===== config.mk =====
export PLATFORM = sky130hd
export DESIGN_NAME = src_datapath_param
export DESIGN_NICKNAME = d
export VERILOG_FILES = /design/src/rtl/src_pkg.sv /design/src/rtl/reg_w.sv /design/src/rtl/src_mem_if.sv /design/src/rtl/src_datapath_param.sv
export SDC_FILE = /design/constraint.sdc
export NUM_CORES = 2
export LEC_CHECK = 0
export BUFFER_PORTS_ARGS = -buffer_cell sky130_fd_sc_hd__buf_2
export CAP_MARGIN = 5
export CORE_UTILIZATION = 45
export CTS_CLUSTER_SIZE = 14
export DETAILED_ROUTE_END_ITERATION = 8
export PLACE_DENSITY = 0.7
export SYNTH_ARGS = -nofsm -noshare
export SYNTH_HDL_FRONTEND = slang
export SYNTH_SLANG_ARGS = --single-unit

===== constraint.sdc =====
create_clock -name clock_i -period 2.9 [get_ports clock_i]
set_input_delay 0.435 -clock clock_i [delete_from_list [all_inputs] [get_ports clock_i]]
set_output_delay 0.435 -clock clock_i [all_outputs]
set_load 0.02 [all_outputs]

===== src/rtl/src_pkg.sv =====
// ----------------------------------------------------------------------------
// src_pkg
// Shared definitions for the parametrised Mini SRC datapath:
//   - bus-select offsets for the non-GPR sources (added to NUM_GPR)
//   - memory-interface FSM state encoding
//   - selWidth(): width of the encoded bus selector for a given GPR count
// ----------------------------------------------------------------------------
package src_pkg;

    localparam int SEL_PC      = 0;
    localparam int SEL_HI      = 1;
    localparam int SEL_LO      = 2;
    localparam int SEL_ZHI     = 3;
    localparam int SEL_ZLO     = 4;
    localparam int SEL_MDR     = 5;
    localparam int NUM_SPECIAL = 6;

    typedef enum logic [1:0] {
        MEM_IDLE    = 2'd0,
        MEM_RD_WAIT = 2'd1,
        MEM_WR_WAIT = 2'd2
    } memState_e;

    function automatic int selWidth(input int numGpr);
        return $clog2(numGpr + NUM_SPECIAL);
    endfunction

endpackage


===== src/rtl/reg_w.sv =====
// ----------------------------------------------------------------------------
// reg_w
// Width-parametrised load-enable register used for every datapath register.
// Ports:
//   clock_i    rising-edge clock
//   clear_n_i  asynchronous active-low reset (loads RESET_VAL)
//   we_i       load enable
//   d_i        data in
//   q_o        registered value
// ----------------------------------------------------------------------------
module reg_w #(
    parameter int             W         = 32,
    parameter logic [W-1:0]   RESET_VAL = '0
) (
    input  logic         clock_i,
    input  logic         clear_n_i,
    input  logic         we_i,
    input  logic [W-1:0] d_i,
    output logic [W-1:0] q_o
);

    logic [W-1:0] value_q;

    // Holds its value unless enabled; reset forces RESET_VAL immediately.
    always_ff @(posedge clock_i or negedge clear_n_i) begin
        if (!clear_n_i) begin
            value_q <= RESET_VAL;
        end else if (we_i) begin
            value_q <= d_i;
        end
    end

    assign q_o = value_q;

endmodule


===== src/rtl/src_mem_if.sv =====
// ----------------------------------------------------------------------------
// src_mem_if
// Memory handshake FSM with timeout for the Mini SRC datapath.
// Ports:
//   clock_i, clear_n_i       clock / asynchronous active-low reset
//   memRd_i, memWr_i         start a read (wins) or write from IDLE
//   memAck_i                 memory completion
//   mdrWe_i, marWe_i         control-unit enables for MDR/MAR
//   mdrWeOk_o, marWeOk_o     those enables, blocked while a transfer is open
//   mdrFromMem_o             load MDR from memory read data this cycle
//   memReq_o, memWe_o        request / write flag, held while waiting
//   memBusy_o                FSM not idle
//   memDone_o, memErr_o      registered one-cycle completion / timeout pulses
// ----------------------------------------------------------------------------
module src_mem_if
    import src_pkg::*;
#(
    parameter int TIMEOUT = 255
) (
    input  logic clock_i,
    input  logic clear_n_i,
    input  logic memRd_i,
    input  logic memWr_i,
    input  logic memAck_i,
    input  logic mdrWe_i,
    input  logic marWe_i,
    output logic mdrWeOk_o,
    output logic marWeOk_o,
    output logic mdrFromMem_o,
    output logic memReq_o,
    output logic memWe_o,
    output logic memBusy_o,
    output logic memDone_o,
    output logic memErr_o
);

    memState_e   state_q, state_d;
    logic [7:0]  waitCnt_q, waitCnt_d;
    logic        done_q, done_d;
    logic        err_q, err_d;

    // State, wait counter and completion pulses; reset drops the request at once.
    always_ff @(posedge clock_i or negedge clear_n_i) begin
        if (!clear_n_i) begin
            state_q   <= MEM_IDLE;
            waitCnt_q <= '0;
            done_q    <= 1'b0;
            err_q     <= 1'b0;
        end else begin
            state_q   <= state_d;
            waitCnt_q <= waitCnt_d;
            done_q    <= done_d;
            err_q     <= err_d;
        end
    end

    // Ack beats timeout when both land in the same cycle.
    always_comb begin
        state_d      = state_q;
        waitCnt_d    = waitCnt_q;
        done_d       = 1'b0;
        err_d        = 1'b0;
        mdrFromMem_o = 1'b0;
        case (state_q)
            MEM_IDLE: begin
                waitCnt_d = '0;
                if (memRd_i) begin
                    state_d = MEM_RD_WAIT;
                end else if (memWr_i) begin
                    state_d = MEM_WR_WAIT;
                end
            end
            MEM_RD_WAIT, MEM_WR_WAIT: begin
                if (memAck_i) begin
                    mdrFromMem_o = (state_q == MEM_RD_WAIT);
                    done_d       = 1'b1;
                    state_d      = MEM_IDLE;
                end else if (waitCnt_q == 8'(TIMEOUT)) begin
                    err_d   = 1'b1;
                    state_d = MEM_IDLE;
                end else begin
                    waitCnt_d = waitCnt_q + 8'd1;
                end
            end
            default: begin
                state_d = MEM_IDLE;
            end
        endcase
    end

    assign memBusy_o = (state_q != MEM_IDLE);
    assign memReq_o  = memBusy_o;
    assign memWe_o   = (state_q == MEM_WR_WAIT);
    assign mdrWeOk_o = mdrWe_i && !memBusy_o;
    assign marWeOk_o = marWe_i && !memBusy_o;
    assign memDone_o = done_q;
    assign memErr_o  = err_q;

endmodule


===== src/rtl/src_datapath_param.sv =====
// ----------------------------------------------------------------------------
// src_datapath_param
// Parametrised Mini SRC datapath: GPR file, PC, IR, Y, Z (2*WIDTH), HI, LO,
// MAR, MDR around one shared bus, plus the memory handshake interface.
// Ports:
//   clock_i, clear_n_i     clock / asynchronous active-low reset
//   gprWe_i                one-hot GPR load from bus
//   pcWe_i .. mdrWe_i      per-register load from bus
//   zWe_i                  load Z from aluResult_i
//   incPc_i                PC <= PC + PC_STEP (pcWe_i has priority)
//   r0Base_i               r0 reads as zero on the bus (when R0_ZERO)
//   busSel_i               encoded bus source
//   memRd_i, memWr_i, memRdata_i, memAck_i   memory side inputs
//   busData_o, yOut_o, irOut_o               datapath outputs
//   memReq_o, memWe_o, memAddr_o, memWdata_o, memBusy_o, memDone_o, memErr_o
// ----------------------------------------------------------------------------
module src_datapath_param
    import src_pkg::*;
#(
    parameter int               WIDTH    = 32,
    parameter int               NUM_GPR  = 16,
    parameter bit               R0_ZERO  = 1'b1,
    parameter int               PC_STEP  = 1,
    parameter logic [WIDTH-1:0] RESET_PC = '0,
    parameter int               TIMEOUT  = 255,
    parameter int               SEL_W    = selWidth(NUM_GPR)
) (
    input  logic                 clock_i,
    input  logic                 clear_n_i,
    input  logic [NUM_GPR-1:0]   gprWe_i,
    input  logic                 pcWe_i,
    input  logic                 irWe_i,
    input  logic                 yWe_i,
    input  logic                 hiWe_i,
    input  logic                 loWe_i,
    input  logic                 marWe_i,
    input  logic                 mdrWe_i,
    input  logic                 zWe_i,
    input  logic                 incPc_i,
    input  logic                 r0Base_i,
    input  logic [SEL_W-1:0]     busSel_i,
    input  logic [2*WIDTH-1:0]   aluResult_i,
    input  logic                 memRd_i,
    input  logic                 memWr_i,
    input  logic [WIDTH-1:0]     memRdata_i,
    input  logic                 memAck_i,
    output logic [WIDTH-1:0]     busData_o,
    output logic [WIDTH-1:0]     yOut_o,
    output logic [WIDTH-1:0]     irOut_o,
    output logic                 memReq_o,
    output logic                 memWe_o,
    output logic [WIDTH-1:0]     memAddr_o,
    output logic [WIDTH-1:0]     memWdata_o,
    output logic                 memBusy_o,
    output logic                 memDone_o,
    output logic                 memErr_o
);

    localparam int GPR_IDX_W = (NUM_GPR > 1) ? $clog2(NUM_GPR) : 1;

    logic [WIDTH-1:0]   busData;
    logic [WIDTH-1:0]   gpr_q [NUM_GPR];
    logic [WIDTH-1:0]   pc_q, pc_d, ir_q, y_q, hi_q, lo_q, mar_q, mdr_q, mdr_d;
    logic [2*WIDTH-1:0] z_q;
    logic               mdrWeOk, marWeOk, mdrFromMem;

    // Shared bus: GPRs occupy the low codes, special registers follow.
    always_comb begin
        busData = '0;
        if (int'(busSel_i) < NUM_GPR) begin
            if (!(busSel_i == '0 && R0_ZERO && r0Base_i)) begin
                busData = gpr_q[busSel_i[GPR_IDX_W-1:0]];
            end
        end else begin
            case (int'(busSel_i) - NUM_GPR)
                SEL_PC:  busData = pc_q;
                SEL_HI:  busData = hi_q;
                SEL_LO:  busData = lo_q;
                SEL_ZHI: busData = z_q[2*WIDTH-1:WIDTH];
                SEL_ZLO: busData = z_q[WIDTH-1:0];
                SEL_MDR: busData = mdr_q;
                default: busData = '0;
            endcase
        end
    end

    for (genvar g = 0; g < NUM_GPR; g++) begin : gGpr
        reg_w #(.W(WIDTH)) uGpr (
            .clock_i(clock_i), .clear_n_i(clear_n_i), .we_i(gprWe_i[g]),
            .d_i(busData), .q_o(gpr_q[g])
        );
    end

    assign pc_d = pcWe_i ? busData : pc_q + WIDTH'(PC_STEP);

    reg_w #(.W(WIDTH), .RESET_VAL(RESET_PC)) uPc (
        .clock_i(clock_i), .clear_n_i(clear_n_i), .we_i(pcWe_i | incPc_i),
        .d_i(pc_d), .q_o(pc_q)
    );
    reg_w #(.W(WIDTH)) uIr (
        .clock_i(clock_i), .clear_n_i(clear_n_i), .we_i(irWe_i), .d_i(busData), .q_o(ir_q)
    );
    reg_w #(.W(WIDTH)) uY (
        .clock_i(clock_i), .clear_n_i(clear_n_i), .we_i(yWe_i), .d_i(busData), .q_o(y_q)
    );
    reg_w #(.W(WIDTH)) uHi (
        .clock_i(clock_i), .clear_n_i(clear_n_i), .we_i(hiWe_i), .d_i(busData), .q_o(hi_q)
    );
    reg_w #(.W(WIDTH)) uLo (
        .clock_i(clock_i), .clear_n_i(clear_n_i), .we_i(loWe_i), .d_i(busData), .q_o(lo_q)
    );
    reg_w #(.W(2*WIDTH)) uZ (
        .clock_i(clock_i), .clear_n_i(clear_n_i), .we_i(zWe_i), .d_i(aluResult_i), .q_o(z_q)
    );
    reg_w #(.W(WIDTH)) uMar (
        .clock_i(clock_i), .clear_n_i(clear_n_i), .we_i(marWeOk), .d_i(busData), .q_o(mar_q)
    );

    // MDR takes memory data on a read ack; the bus path is blocked while busy,
    // so the two sources never collide.
    assign mdr_d = mdrFromMem ? memRdata_i : busData;

    reg_w #(.W(WIDTH)) uMdr (
        .clock_i(clock_i), .clear_n_i(clear_n_i), .we_i(mdrWeOk | mdrFromMem),
        .d_i(mdr_d), .q_o(mdr_q)
    );

    src_mem_if #(.TIMEOUT(TIMEOUT)) uMemIf (
        .clock_i(clock_i), .clear_n_i(clear_n_i),
        .memRd_i(memRd_i), .memWr_i(memWr_i), .memAck_i(memAck_i),
        .mdrWe_i(mdrWe_i), .marWe_i(marWe_i),
        .mdrWeOk_o(mdrWeOk), .marWeOk_o(marWeOk), .mdrFromMem_o(mdrFromMem),
        .memReq_o(memReq_o), .memWe_o(memWe_o), .memBusy_o(memBusy_o),
        .memDone_o(memDone_o), .memErr_o(memErr_o)
    );

    assign busData_o  = busData;
    assign yOut_o     = y_q;
    assign irOut_o    = ir_q;
    assign memAddr_o  = mar_q;
    assign memWdata_o = mdr_q;

endmodule


==> flow_results.org <==
** Global routing
- For this run the aggregate overflow at the end of global routing stands at 0.
- Via count of the first global-routing pass :: 28300
- The number of antenna violations at the first check in global routing came to 3.
- Met2 track utilization from global routing :: 44.9%
- GR peak layer :: met2
- Met3 Resource Use GR :: 6.05%
- Largest net degree at the start of global routing :: 119
- Met1 track utilization from global routing :: between 30% and 40%
- Global routing used 29.1% of the available tracks across all layers.
- Global-route wire length before repair :: between 150000 and 200000 µm

** Worst setup path
- Critical path origin :: gGpr[7].uGpr.q_o[19]
- On the worst path, the slowest cell contributes a delay of 0.48 ns.
- Data arrives at the worst endpoint at 2.49 ns.
- Crit. path cell count :: 6
- Critical-path maximum fanout :: 2
- For this design, the slowest cell found on the critical path is sky130_fd_sc_hd__mux4_2.
- The setup path with the least slack is of type reg2out.
- Critical Path End Type :: output port
- CP Buf/Inv Count :: 2
- Critical path required time :: 2.47 ns
- Origin of the critical flop-to-flop path :: uMemIf.state_q[1]
- Cell chain of the critical path :: mux4_2 > mux2_4 > a221oi_2 > and2_4 > inv_2 > buf_6
- Worst-case reg-to-reg path depth :: 7
- Worst path top cell family by delay :: multiplexers
- STA classifies the critical path startpoint as a flop.

** Clock tree
- Counting along the longest clock path gives a buffer depth of 3.
- Clock-pin slew was measured on the worst setup and hold paths at 0.06 ns.
- H-tree Lvls :: 3
- TritonCTS built the clock tree.
- Clock Latency Late Sink :: 0.65 ns
- Sink count of the clock tree :: a little over 800
- Number of buffers created by CTS :: 90
- The tree is rooted in a sky130_fd_sc_hd__clkbuf_16.

** STA
- Across all hold checks on the routed design, the worst slack comes to roughly 0.026 ns.
- Hold Violations, Final :: 0
- Relative slew slack :: 33.4%
- The worst path uses 101% of the clock period.
- Number of endpoints failing setup at the final stage :: 2
- Worst-case clock skew :: 0.0272 ns
- Based on the critical path, the design can be clocked at up to about 340 MHz.
- In the post-route analysis, the smallest setup slack over all paths is -0.0224 ns.
- Post-layout minimum cycle time :: 2.92 ns
- Setup repair after global routing missed its margin :: true
- At the pin with the least slew margin, the transition time is about 1 ns.
- The number of pins exceeding their max-slew limit in the final report was 0.

** Logic synthesis
- A synthesized cell averages 10.5 µm².
- Seq/Total Area, Yosys :: 55.7%
- After synthesis the netlist holds a flip-flop and latch count of 812.
- Synthesized cell area :: ~36000 µm²
- By area the synthesized netlist is led by sky130_fd_sc_hd__dfrtp_1 56%, sky130_fd_sc_hd__a21oi_1 9.6%, sky130_fd_sc_hd__nor2_1 7.4%, sky130_fd_sc_hd__mux2_2 4.0%, sky130_fd_sc_hd__mux2i_1 4.0%.
- EDFF count, synth :: 0
- Counting every instance in the synthesized netlist gives about 3500.
- Syn nets :: 3621
- Top FF cell, synth :: sky130_fd_sc_hd__dfrtp_1
- Summed over all instances, the cell type with the most area after synthesis is sky130_fd_sc_hd__dfrtp_1.
- Of all flip-flops after synthesis, the portion carrying an async set or reset was 100%.
- In this run the biggest area consumer among cell types represents 55.7% of the synthesized area.
- The synthesized netlist contains 82 unique library cells.
- The Yosys step of the flow raised 0 warnings.

** Pwr
- Pwr dens :: 792 nW/µm²
- The clock network is responsible for 33.5% of the overall power.
- Register share of total power :: 42.5%
- Combinational cells account for about a quarter of the total power.
- Highest ir drop seen on vdd :: approximately 0.49 mV
- Switching Power :: 11200 µW
- Overall power consumption after layout is estimated at 34800 µW.
- Leakage Power :: 0.0197 µW
- The internal portion of the total power is between 20000 and 25000 µW.
- Net switching share of the total power :: 32.2%

** Status
- The run finished, with violations left.
- The final reports fail on setup timing.

** Die
- Die Area :: roughly 82000 µm²
- Placeable Area :: 80300 µm²
- Die Y-Extent :: 287 µm
- From left edge to right edge, the die measures 287 µm.
- Top-level I/O count :: a little under 300
- Number of core rows :: ~100
- Once the floorplan was initialized, standard cells occupied a little under half of the core.

** Hold path
- Hold/Removal Path Class :: in2reg
- Instance count along the most critical hold path :: 2
- Min-Delay Startpoint :: aluResult_i[59]

** Routing
- For this run, design rule violations remaining after detail routing come to 0.
- Final antenna-violating net count :: 0
- The final route contains just under 30000 vias.
- Post-Route WL :: about 120000 µm
- Count of TritonRoute iterations in the first routing pass :: 8
- Drt first-iter violations :: 3348
- WL/cell :: 23.8 µm
- Average vias per placed instance :: about 5.8

** Cells and area
- From synthesis to final layout, the design area changed by 20.7%.
- Share of the core filled with cells :: between 50% and 60%
- The multi-input combinational cells in the finished layout cover a total of roughly 15000 µm².
- Sequential cell area :: 20300 µm²
- Counting the fill cells in the layout gives 6935.
- The post-route netlist has 25.7% of its cells at a drive strength greater than 1.
- After the last flow step, the layout net total stands at 3993.

** Placement
- Last weighted congestion value of the routability-driven placer :: 0.960
- Summed over all nets, the half-perimeter wirelength after detailed placement is 82600 µm.
- Input and output buffers added on the ports amount to 296.

** Flow run
- Number of maximum-capacitance violations :: 0
==> cell usage in the layout, fill, tap and decap left out, types with 23 or more instances in the layout <==
master                      instances
sky130_fd_sc_hd__mux4_2            55
sky130_fd_sc_hd__o21ai_0           43
sky130_fd_sc_hd__clkbuf_1          23
sky130_fd_sc_hd__mux2i_1          145
sky130_fd_sc_hd__dfrtp_1          812
sky130_fd_sc_hd__o22ai_1           38
sky130_fd_sc_hd__buf_12            53
sky130_fd_sc_hd__mux2_2           124
sky130_fd_sc_hd__a21oi_1          692
sky130_fd_sc_hd__clkbuf_16         93
sky130_fd_sc_hd__nor2_1           716
sky130_fd_sc_hd__nand2_1           62
sky130_fd_sc_hd__buf_2            285
sky130_fd_sc_hd__a21oi_2           24
sky130_fd_sc_hd__inv_1             41
sky130_fd_sc_hd__a22oi_1           75
sky130_fd_sc_hd__buf_4            253
==> registers in the layout, indices dropped and copies added (netlist names) <==
name              count
uMemIf.memErr_o       1
uMdr.q_o             32
uMemIf.state_q        2
uMar.q_o             32
gGpr.uGpr.q_o       512
uMemIf.waitCnt_q      8
uZ.q_o               64
uIr.q_o              32
uLo.q_o              32
uPc.q_o              32
uHi.q_o              32
uY.q_o               32
uMemIf.memDone_o      1
==> layer usage <==
metal  vias up  share of wire (%)
met5         -              0.012
met2      1385                 46
met3       279                8.7
li1      12900                  -
met4         2                4.8
met1     14500                 41
==> Yosys cell counts (24+ instances only) <==
library cell and n:
sky130_fd_sc_hd__dfrtp_1 812, sky130_fd_sc_hd__nor2_1 719, sky130_fd_sc_hd__mux2i_1 145, sky130_fd_sc_hd__nand2_1 64
sky130_fd_sc_hd__buf_1 24, sky130_fd_sc_hd__a21oi_1 696, sky130_fd_sc_hd__clkbuf_1 170, sky130_fd_sc_hd__buf_4 58
sky130_fd_sc_hd__a22oi_1 76, sky130_fd_sc_hd__mux2_2 130, sky130_fd_sc_hd__inv_1 45, sky130_fd_sc_hd__buf_2 59
sky130_fd_sc_hd__o22ai_1 41, sky130_fd_sc_hd__o21ai_0 45, sky130_fd_sc_hd__mux4_2 55
==> metrics by stage <==
step | setup WS [ns] | std cells | TNS, ns | instance area, µm²
6_report | -0.0224 | 4988 | -0.0301 | 44000
5_1_grt | -0.0709 | 4987 | -0.152 | 44000
4_1_cts | -0.0552 | 4981 | -0.105 | 43900
3_5_place_dp | -0.134 | 4798 | -0.783 | 40600
3_3_place_gp | -0.124 | 4798 | -0.825 | 40600
2_1_floorplan | 0.307 | 3484 | 0 | 36500
==> worst reg2reg max path, stage by stage, from the launching register on <==
cell                      delay, ns
sky130_fd_sc_hd__dfrtp_1       0.35
sky130_fd_sc_hd__inv_1         0.08
sky130_fd_sc_hd__ha_1          0.19
sky130_fd_sc_hd__nand2_1       0.39
sky130_fd_sc_hd__nand2_1       0.51
sky130_fd_sc_hd__buf_4         0.33
sky130_fd_sc_hd__o22ai_1       0.35
sky130_fd_sc_hd__a31oi_1       0.12
==> cells by family after synthesis <==
| logic type | after synthesis | synth area share [%] |
|---|---|---|
| AO/OA/AOI/OAI | 981 | 15.5 |
| AND/OR/NAND/NOR | 948 | 11.4 |
| flip-flops | 812 | 55.7 |
| buffers and inverters | 375 | 5.04 |
| multiplexers | 331 | 11.4 |
| XOR/XNOR | 32 | 0.769 |
| adder cells (fa/ha/maj) | 5 | 0.172 |
==> cell type report <==
class                   instances  share of cell area [%]
well taps                    1060                    3.01
repair buffers                609                    10.4
clock inverters                30                   0.845
multi-input cells            2297                    33.2
diodes                          2                  0.0114
clock buffers                 132                    5.99
flip-flops and latches        812                    46.2
inverters                      46                   0.392
==> power groups by stage <==
| stage | Combinational, µW | Clock, µW | Sequential, µW |
|---|---|---|---|
| after floorplan | 4270 | 0 | 15200 |
| after global placement | 8000 | 0 | 14900 |
| after detailed placement | 8160 | 0 | 15000 |
| after CTS | 8290 | 11800 | 14800 |
| after global routing | 8980 | 12300 | 15000 |
| final | 8340 | 11700 | 14800 |
==> path summary, 6_finish.rpt <==
path | slack (ns) | end
setup / recovery | -0.02 | busData_o[19]
hold / removal | 0.03 | uZ.q_o[59]
setup reg to reg | 0.46 | uMdr.q_o[19]
hold reg to reg | 0.50 | uIr.q_o[0]
max in group asynchronous | 1.56 | uMar.q_o[10]
min in group asynchronous | 0.32 | gGpr[12].uGpr.q_o[2]
==> repair_timing <==
item,in CTS,in global routing
endpoints found under the hold margin,34,0
pin swaps,14,18
hold buffers,11,0
resized for setup,29,25
setup endpoints to repair,13,22
setup buffers,12,6
(Power assumes the default switching activity.)
